**src/rtl/ifetch_seq_ctrl.sv**
```systemverilog
// Purpose: instruction fetch sequencer; owns the PC, requests words from imem, hands them to decode.
// Latency: one cycle from imem_ack to instr_valid; peak throughput one instruction every two cycles.
// Backpressure: holds instr/instr_pc while instr_ready=0; a redirect drops them; halt waits for a handshake.
// Optional build: define IFETCH_PERF_CNT_EN to add the fetch_cnt/stall_cnt performance counters.
module ifetch_seq_ctrl #(
    parameter int unsigned AWIDTH   = 6,
    parameter int unsigned DWIDTH   = 32,
    parameter int unsigned RESET_PC = 0
) (
    input  logic              clk,
    input  logic              rst_n,
    output logic              imem_req,
    output logic [AWIDTH-1:0] imem_addr,
    input  logic              imem_ack,
    input  logic [DWIDTH-1:0] imem_rdata,
    output logic [DWIDTH-1:0] instr,
    output logic [AWIDTH-1:0] instr_pc,
    output logic              instr_valid,
    input  logic              instr_ready,
    input  logic              redirect_valid,
    input  logic [AWIDTH-1:0] redirect_addr,
    input  logic              halt,
    output logic              halted
`ifdef IFETCH_PERF_CNT_EN
    ,
    output logic [15:0]       fetch_cnt,
    output logic [15:0]       stall_cnt
`endif
);

    typedef enum logic [2:0] {
        IDLE  = 3'd0,
        FETCH = 3'd1,
        VALID = 3'd2,
        FLUSH = 3'd3,
        HALT  = 3'd4
    } state_t;

    localparam logic [AWIDTH-1:0] RESET_PC_W = AWIDTH'(RESET_PC);
    localparam logic [AWIDTH-1:0] PC_STEP    = AWIDTH'(1);

    state_t            state;
    logic [AWIDTH-1:0] pc;

    // Sequencer FSM; every output is a register so decode and imem see clean timing.
    always_ff @(posedge clk or negedge rst_n) begin
        if (!rst_n) begin
            state       <= IDLE;
            pc          <= RESET_PC_W;
            imem_req    <= 1'b0;
            imem_addr   <= '0;
            instr       <= '0;
            instr_pc    <= '0;
            instr_valid <= 1'b0;
            halted      <= 1'b0;
        end else begin
            case (state)
                IDLE: begin
                    if (halt) begin
                        state  <= HALT;
                        halted <= 1'b1;
                    end else begin
                        state     <= FETCH;
                        imem_req  <= 1'b1;
                        imem_addr <= pc;
                    end
                end
                FETCH: begin
                    if (redirect_valid && imem_ack) begin
                        // Returned word is on the wrong path: drop it and reissue at the target.
                        imem_addr <= redirect_addr;
                        pc        <= redirect_addr;
                    end else if (redirect_valid) begin
                        // The in-flight request must still complete before a new one may start.
                        pc    <= redirect_addr;
                        state <= FLUSH;
                    end else if (imem_ack) begin
                        instr       <= imem_rdata;
                        instr_pc    <= imem_addr;
                        instr_valid <= 1'b1;
                        imem_req    <= 1'b0;
                        pc          <= imem_addr + PC_STEP;
                        state       <= VALID;
                    end
                end
                FLUSH: begin
                    // Only the newest redirect target matters, so a late redirect wins over pc.
                    if (redirect_valid) begin
                        pc <= redirect_addr;
                    end
                    if (imem_ack) begin
                        imem_addr <= redirect_valid ? redirect_addr : pc;
                        state     <= FETCH;
                    end
                end
                VALID: begin
                    if (redirect_valid) begin
                        // Redirect squashes the held instruction and outranks halt.
                        pc          <= redirect_addr;
                        instr_valid <= 1'b0;
                        imem_req    <= 1'b1;
                        imem_addr   <= redirect_addr;
                        state       <= FETCH;
                    end else if (instr_ready) begin
                        instr_valid <= 1'b0;
                        if (halt) begin
                            halted <= 1'b1;
                            state  <= HALT;
                        end else begin
                            imem_req  <= 1'b1;
                            imem_addr <= pc;
                            state     <= FETCH;
                        end
                    end
                end
                HALT: begin
                    if (redirect_valid) begin
                        pc        <= redirect_addr;
                        halted    <= 1'b0;
                        imem_req  <= 1'b1;
                        imem_addr <= redirect_addr;
                        state     <= FETCH;
                    end
                end
                default: begin
                    state       <= IDLE;
                    imem_req    <= 1'b0;
                    instr_valid <= 1'b0;
                    halted      <= 1'b0;
                end
            endcase
        end
    end

`ifdef IFETCH_PERF_CNT_EN
    // Count decode handshakes and cycles where decode holds off a valid instruction.
    always_ff @(posedge clk or negedge rst_n) begin
        if (!rst_n) begin
            fetch_cnt <= '0;
            stall_cnt <= '0;
        end else begin
            if (instr_valid && instr_ready) begin
                fetch_cnt <= fetch_cnt + 16'd1;
            end
            if (state == VALID && !instr_ready) begin
                stall_cnt <= stall_cnt + 16'd1;
            end
        end
    end
`endif

endmodule
```
**config.mk**
```make
export PLATFORM = sky130hd
export DESIGN_NAME = ifetch_seq_ctrl
export DESIGN_NICKNAME = d
export VERILOG_FILES = /design/src/rtl/ifetch_seq_ctrl.sv
export SDC_FILE = /design/constraint.sdc
export NUM_CORES = 1
export LEC_CHECK = 0
export ABC_AREA = 1
export CAP_MARGIN = 10
export CORE_ASPECT_RATIO = 1.4
export CORE_MARGIN = 5
export CORE_UTILIZATION = 50
export CTS_CLUSTER_DIAMETER = 120
export DETAILED_ROUTE_END_ITERATION = 10
export GPL_TIMING_DRIVEN = 0
export PLACE_DENSITY = 0.85
export SYNTH_ARGS = -nofsm -noshare
export SYNTH_HDL_FRONTEND = slang
export SYNTH_SLANG_ARGS = --single-unit
```
**constraint.sdc**
```tcl
create_clock -name clk -period 3.5 [get_ports clk]
set_input_delay 0.7 -clock clk [delete_from_list [all_inputs] [get_ports clk]]
set_output_delay 0.7 -clock clk [all_outputs]
set_load 0.05 [all_outputs]
```
==> results, run 1 <==
- The post-synthesis net count is 450.
- Setup repair after global routing left no endpoint under its margin.
- The max capacitance violation total is 0.
- The worst hold path belongs to the class in -> async.
- The critical path starts at imem_addr[0].
- The number of endpoints with negative hold slack in the final report came to 0.
- The area of the core is roughly 5800 um^2.
- The number of antenna diodes in the final layout is 0.
- For this block, the routed nets add up to around 8400 um of wire.
- The H-tree was split into 2 levels.
- The remaining number of nets flagged by the antenna check after routing is 0.
- Dividing the detail-routed wire length by the instance count gives ~15 um.
- The number of flip-flops and latches in the synthesized netlist is 56.
- The post-synthesis cell type with the largest combined area is sky130_fd_sc_hd__dfrtp_1.
- The via count of the first global-routing pass is 3065.
- Global routing used 22.7% of the available tracks.
- In the synthesized netlist, the cells that appear most often are sky130_fd_sc_hd__nand2_1 (170), sky130_fd_sc_hd__nand3_1 (61), sky130_fd_sc_hd__dfrtp_1 (56), sky130_fd_sc_hd__o21ai_0 (24).
- The pin count of the biggest net entering global routing is 35.
- The flow ran to the end, and the final reports show no timing, DRC or antenna violations.
- STA classifies the critical path endpoint as a primary output.
- By area the synthesized netlist is led by sky130_fd_sc_hd__dfrtp_1 (47%), sky130_fd_sc_hd__nand2_1 (22%), sky130_fd_sc_hd__nand3_1 (10%).
- The top fanout value on the critical path is 7.
- The average instance in the mapped netlist occupies roughly 7.3 um^2.
- The starting DRC count in detailed routing is between 200 and 250.
- On the critical path the largest part of the delay comes from buffers and inverters.
- The actual transition at the worst max-transition pin is approximately 0.60 ns.
- In this run, CTS created clock tree buffers numbering 5.
- The share of the clock period used by the worst path after layout is approximately 67%.
- The worst slack after detailed placement is 1.00 ns.
- Once the clock tree was built, the setup fixing pass inserted 0 buffers.
- The detailed router placed 3049 vias in this run.
- The fraction of the yosys area taken by sequential cells is between 40% and 50%.
- Synthesis handed over a netlist of slightly above 400 instances.
- The final standard cell utilization of the core is a little under 70%.
- The total I/O pin count is approximately 90.
- In the final layout, the share of cells above drive strength 1 is ~6.2%.
- The number of distinct standard cells referenced by the synthesized netlist is 23.
- Walking the worst path, the cells encountered are clkdlybuf4s50_1.
- The critical path data arrival time is approximately 1.7 ns.
- The first global-routing pass estimated between 10000 and 15000 um of wire.
- Measured against its own limit, the worst slew margin works out to 59.7%.
- The number of warnings printed during yosys synthesis is 0.
- The sequential cells in the finished layout cover a total of ~1400 um^2.
- The total congestion overflow is 0.
- The largest vdd supply drop is approximately 570 uV.
- The area of the multi-input gates is 1350 um^2.
- Setup violations remaining at the end of the flow were counted as 0.
- The root buffer selected by CTS is sky130_fd_sc_hd__clkbuf_8.
- The number of enable-type register cells in the synthesized netlist is 0.
- TritonCTS built the clock tree.
- In this run the cell area of the synthesized design comes to between 2000 and 3000 um^2.
- The type of element launching the critical path is a flop.
- The library cell contributing the largest single delay on the critical path is sky130_fd_sc_hd__clkdlybuf4s50_1.
- The final layout contains 548 nets.
- The deepest clock path buffer count is 2.
- Subtracting the final worst setup slack from the clock period gives around 2.4 ns.
- The number of search-and-repair iterations in the first detailed-routing pass is 5.
- The die outline width is 75.1 um.
- The most frequently used flop master after synthesis is sky130_fd_sc_hd__dfrtp_1.
- The static leakage power is between 2 and 2.5 nW.
- The dominant cell by count in the synthesized netlist is sky130_fd_sc_hd__nand2_1.
- The number of buffer cells added on primary ports is 90.
- In the routed layout, each cell is associated on average with a via count of 5.32.
- The count of clock tree sinks is 56.
- After detailed routing, the number of remaining DRC violations is 0.
- The number of inserted filler cells in the final layout is a little over 500.
- Data on the critical path is required at its endpoint by about 2.8 ns.
- At the end of routability-driven placement, the weighted congestion stood at around 0.9.
- For the worst-skew pair, the clock arrives at the later sink with an insertion delay of 0.30 ns.
- After floorplanning, the core was divided into 33 placement rows.
- The worst setup skew after layout is approximately 0.006 ns.
- The vertical extent of the die is 101 um.
- The startpoint identified for the worst register-to-register timing path is state[2].
- Setup total negative slack on the finished layout was measured at 0 ns.
- The delay of the slowest cell on the worst path is 0.86 ns.
- The final-report max-slew violation count was 0.
- Once routing completed, OpenROAD measured the worst setup slack at around 1.1 ns.
- The final HPWL from detailed placement is around 6500 um.
- The worst slack on hold paths is between 0.3 and 0.4 ns.
- Summed over its instances, the top area cell type makes up 47.3% of the synthesized netlist area.
- In this run the power density over the cells is roughly 1200 nW/um^2.
- The buffering stage count on the worst path with inverters included is 1.
- The kind of critical path is reg -> out.
- The die covers 7590 um^2.
- The number of antenna violations at the first check in global routing is 0.
- The fraction of synthesis flops using an asynchronous set or reset pin is 100%.
- The number of hold buffers added after CTS was 0.
- The initial utilization of the core area, before any placement, comes to around half.
- After clock tree synthesis, the repair step resized 0 gates.
- The highest achievable clock rate is 0.424 GHz.
- After clock tree synthesis, the clock-pin slew on the worst setup and hold paths is ~0.090 ns.
- The signed area change from the synthesized netlist to the final layout is 36.6%.
## report_power, final
part | leakage [nW] | switching [mW] | internal, mW | total (mW)
Sequential | 0.696 | 0.213 | 0.974 | 1.19
Combinational | 1.30 | 2.14 | 1.04 | 3.18
Clock | 0.0400 | 0.202 | 0.136 | 0.339
Total | 2.04 | 2.56 | 2.15 | 4.71
## cell usage in the layout, fill, tap and decap left out
cell / instances
sky130_fd_sc_hd__nand2_1: 170
sky130_fd_sc_hd__clkdlybuf4s50_1: 89
sky130_fd_sc_hd__nand3_1: 61
sky130_fd_sc_hd__dfrtp_1: 56
sky130_fd_sc_hd__o21ai_0: 24
sky130_fd_sc_hd__nor2_1: 22
sky130_fd_sc_hd__inv_1: 22
sky130_fd_sc_hd__a21oi_1: 8
sky130_fd_sc_hd__buf_6: 6
sky130_fd_sc_hd__nand4_1: 6
sky130_fd_sc_hd__clkbuf_8: 5
sky130_fd_sc_hd__buf_1: 4
sky130_fd_sc_hd__o21ai_1: 4
sky130_fd_sc_hd__nand2_2: 3
sky130_fd_sc_hd__nor2_2: 3
sky130_fd_sc_hd__buf_4: 3
sky130_fd_sc_hd__clkbuf_1: 3
sky130_fd_sc_hd__inv_2: 2
sky130_fd_sc_hd__buf_2: 2
sky130_fd_sc_hd__or2_2: 2
sky130_fd_sc_hd__nand3_2: 1
sky130_fd_sc_hd__o21bai_1: 1
sky130_fd_sc_hd__o2111ai_1: 1
sky130_fd_sc_hd__nand3_4: 1
sky130_fd_sc_hd__ha_1: 1
sky130_fd_sc_hd__clkinvlp_4: 1
sky130_fd_sc_hd__clkinv_2: 1
sky130_fd_sc_hd__buf_12: 1
## area by class of cell
cell class / count / area share (%)
clock inverters: 2 / 0.309
clock buffers: 5 / 1.70
well taps: 70 / 2.16
flip-flops and latches: 56 / 34.6
plain buffers: 17 / 3.00
repair buffers: 91 / 22.6
multi-input cells: 308 / 33.4
inverters: 24 / 2.23
## registers in the layout, summed over array words and instances (netlist names)
| signal | cells |
|---|---|
| instr_valid | 1 |
| instr_pc | 6 |
| imem_req | 1 |
| halted | 1 |
| pc | 6 |
| instr | 32 |
| imem_addr | 6 |
| state | 3 |
## stage by stage
stage	instance area (um^2)	power (mW)	cells
2_1_floorplan	2960	3.38	405
4_1_cts	4050	4.72	573
5_1_grt	4050	5.07	573
3_3_place_gp	3950	4.31	565
6_report	4050	4.71	573
3_5_place_dp	3970	4.37	566
## kinds of logic (layout without fill, tap and decap cells)
logic type,Yosys count,in the layout,synth area share [%]
AO/OA/AOI/OAI,38,38,6.63
buffers and inverters,41,139,7.14
flip-flops,56,56,47.3
adder cells (fa/ha/maj),1,1,0.422
AND/OR/NAND/NOR,269,269,38.5
## layer usage
metal	track usage (%)	vias up	wire length, um
met1	26.7	1393	3170
met5	0	-	0
met4	10.4	0	214
met2	39.3	133	4360
met3	3.79	20	653
li1	-	1503	-
## path summary, 6_finish.rpt
kind | end | depth (start not counted) | slack, ns
max | imem_addr[0] | 1 | 1.14
min | state[2] | 1 | 0.38
max reg2reg | instr[15] | 10 | 1.60
min reg2reg | instr[25] | 2 | 0.48
max in group asynchronous | instr[28] | 2 | 2.54
min in group clk | instr[25] | 2 | 0.48
## worst reg2reg max path: stages (launching register included)
cell,delay (ns)
sky130_fd_sc_hd__dfrtp_1,0.46
sky130_fd_sc_hd__inv_2,0.13
sky130_fd_sc_hd__nand2_1,0.08
sky130_fd_sc_hd__nor2_2,0.39
sky130_fd_sc_hd__nand2_2,0.16
sky130_fd_sc_hd__nand2_1,0.11
sky130_fd_sc_hd__nor2_2,0.05
sky130_fd_sc_hd__buf_6,0.14
sky130_fd_sc_hd__buf_6,0.14
sky130_fd_sc_hd__nand3_1,0.07
sky130_fd_sc_hd__nand2_1,0.07
(Power assumes the default switching activity.)
==> inputs of run 2 (changes only) <==
CORE_UTILIZATION = 47   (was 50)
PLACE_DENSITY = 0.8   (was 0.85)
clock period = 2.41 ns   (was 3.5 ns; I/O delays follow)
==> run 2 against run 1 <==
Against the previous run:
- critical path depth unchanged
- register-to-register slack got worse by 1.1 ns
- sequential share of layout area decreased by 0.096 points
- worst setup slack worse by 0.92 ns
- critical endpoint unchanged
- highest routed layer unchanged
==> results, run 2 (synthesized netlist as in run 1, its figures left out) <==
- The deepest clock path buffer count is 2.
- The portion of total power attributed to combinational logic is 67.3%.
- The length of routed wiring on met1 is around 3300 um.
- The total via count in the routed design is approximately 3100.
- The final-report max-slew violation count is 0.
- The via count of the first global-routing pass is a little under 3000.
- The worst setup skew after layout is slightly below 0.01 ns.
- The placement-stage cell area is between 3000 and 4000 um^2.
- After floorplanning, the core was sized to cover 6170 um^2.
- In this run, post-CTS repair resized a total of 0 instances.
- STA puts the critical path data required time at just under 2 ns.
- The total congestion overflow is 0.
- The final HPWL from detailed placement is 6500 um.
- The total I/O pin count is a little over 90.
- Setup repair after global routing left no endpoint under its margin.
- The signal on the critical path passes through clkdlybuf4s50_1.
- The library cell contributing the largest single delay on the critical path is sky130_fd_sc_hd__clkdlybuf4s50_1.
- The worst setup path is captured at a primary output.
- After detailed routing, no signal wire sits above met4.
- The count of clock tree sinks is 56.
- After routing the design area is 4060 um^2.
- The wire length per cell is 14.6 um.
- For the pin with the worst max-slew slack, the measured transition is approximately 0.68 ns.
- The number of buffers and inverters on the critical path is 1.
- The wire length on met2 is ~4200 um.
- The area of the die is 8010 um^2.
- The path category of the worst min-delay check is in -> async.
- The number of buffer cells added on primary ports is 90.
- The first global-routing pass estimated around 14000 um of wire.
- The fraction of power spent switching nets is a little over half.
- The vertical extent of the die is 104 um.
- Post-CTS timing repair inserted 0 buffers for setup.
- The worst setup path is of the reg -> out kind.
- The final layout contains between 500 and 600 nets.
- The worst register-to-register path has a setup slack of 0.52 ns.
- The pre-antenna-repair detailed-routing pass consisted of 5 iterations.
- In this run the critical register-to-register path is captured at instr[12].
- Global routing used 21.0% of the available tracks across all layers.
- The number of antenna violations at the first check in global routing is 0.
- The time the final worst path needs with I/O delays and setup is approximately 2.2 ns.
- The length of routed met3 wiring is between 600 and 700 um.
- The number of endpoints with negative hold slack in the final report is 0.
- The final setup violation count is 0.
- The most common cell after layout, fill and taps aside is sky130_fd_sc_hd__nand2_1.
- The number of CTS-inserted buffers is 5.
- The delay of the slowest cell on the worst path is about 0.87 ns.
- After clock tree synthesis, the flow added hold-fix buffers numbering 0.
- The H-tree was split into 2 levels.
- Once the floorplan was initialized, standard cells occupied ~48% of the core.
- The sequential share of power is around a quarter.
- The top fanout value on the critical path is 7.
- In this run the core area contains 34 standard-cell rows.
- The power spent charging and discharging nets is 3.74 mW.
- The power density over cell area is 1690 nW/um^2.
- The flow ran to the end, and the final reports show no timing, DRC or antenna violations.
- Measured against its own limit, the worst slew margin works out to approximately 54%.
- Grouping stages by cell kind, the critical path spends the most delay in buffers and inverters.
- Based on the critical path, the design can be clocked at up to roughly 0.46 GHz.
- The starting DRC count in detailed routing is ~160.
- The number of inserted filler cells in the final layout is about 570.
- The area growth from synthesis to layout is 37.0%.
- Counting flops per register, the top entry is instr.
- The remaining number of nets flagged by the antenna check after routing is 0.
- Entering global routing, the biggest net connects 42 pins.
- The worst-case IR drop observed on VDD is ~800 uV.
- The clock-pin transition on the worst setup and hold timing paths is 0.10 ns.
- The tool flagged a number of max-cap violations equal to 0.
- The type of element launching the critical path is a flop.
- The static leakage power is 2.04 nW.
- The die outline width is 77.1 um.
- The routability congestion estimate is between 0.9 and 1.
- Internal power comes to 3.13 mW.
- CTS placed an instance of sky130_fd_sc_hd__clkbuf_8 at the clock tree root.
- In the layout the commonest cells are sky130_fd_sc_hd__nand2_1 (170), sky130_fd_sc_hd__clkdlybuf4s50_1 (89), sky130_fd_sc_hd__nand3_1 (61).
- The via count normalized by instance count is around 5.3.
- Per report_power, the clock group accounts for 7.7% of the total.
- At the worst endpoint, the arrival time is 1.71 ns.
- The clock network latency to the later pin of the worst-skew pair is about 0.32 ns.
- TritonCTS built the clock tree.
- The depth of the most critical reg-to-reg path is 10.
- The ratio of cells with drive above 1 in the final layout is around 6.3%.
- The count of inserted antenna diode cells is 0.
- The final routed wirelength across all metal layers is roughly 8400 um.
- The share of the clock period used by the worst path after layout is 91.0%.
- The number of remaining DRC errors is 0.
- Total power for the finished layout comes to slightly below 7 mW.
- The register with the most flip-flops in the layout has 32 of them.
- In this run the critical register-to-register path is launched from state[2].
[run 2: changes by cell type in the layout (fill, tap and decap cells not counted), sizes merged]
cell,before,now
inv,24,25
[run 2: cell type report]
| type | count | area, um^2 | area share [%] |
|---|---|---|---|
| Clock buffer | 5 | 68.8 | 1.70 |
| Clock inverter | 3 | 21.3 | 0.524 |
| Inverter | 24 | 90.1 | 2.22 |
| Multi-Input combinational cell | 308 | 1350 | 33.3 |
| Tap cell | 72 | 90.1 | 2.22 |
| Timing Repair Buffer | 91 | 916 | 22.6 |
| Sequential cell | 56 | 1400 | 34.5 |
| Buffer | 17 | 121 | 2.99 |
[run 2: how the worst max path moves through the flow]
| stage | start | to | depth (start not counted) |
|---|---|---|---|
| after floorplan | redirect_valid | pc[4] | 6 |
| after global placement | rst_n | imem_addr[4] | 1 |
| after detailed placement | redirect_valid | imem_addr[5] | 7 |
| after CTS | imem_addr[0] | imem_addr[0] | 1 |
| after global routing | imem_addr[0] | imem_addr[0] | 1 |
| final | imem_addr[0] | imem_addr[0] | 1 |
[run 2: per-layer routing]
| layer | GRT usage, % | vias up |
|---|---|---|
| met5 | 0 | - |
| met4 | 9.95 | 0 |
| met3 | 3.73 | 28 |
| met2 | 35.8 | 142 |
| met1 | 25.3 | 1404 |
| li1 | - | 1496 |
[run 2: power by group through the flow]
stage	clock, mW	sequential (mW)	combinational, mW
floorplan	0	2.98	1.93
global placement	0	1.72	4.56
detailed placement	0	1.73	4.64
CTS	0.550	1.72	4.64
global route	0.582	1.78	5.03
finish	0.529	1.72	4.63
[run 2: metrics by stage]
step	TNS [ns]	utilization (%)	hold slack [ns]	worst slack (ns)	std cells
floorplan	0	-	0.186	0.869	405
detailed placement	0	64.3	0.431	0.125	568
CTS	0	65.8	0.0824	0.216	576
global placement	-49.09	64.1	0.453	-0.880	567
global route	0	65.8	0.0911	0.181	576
finish	0	65.8	0.0733	0.217	576
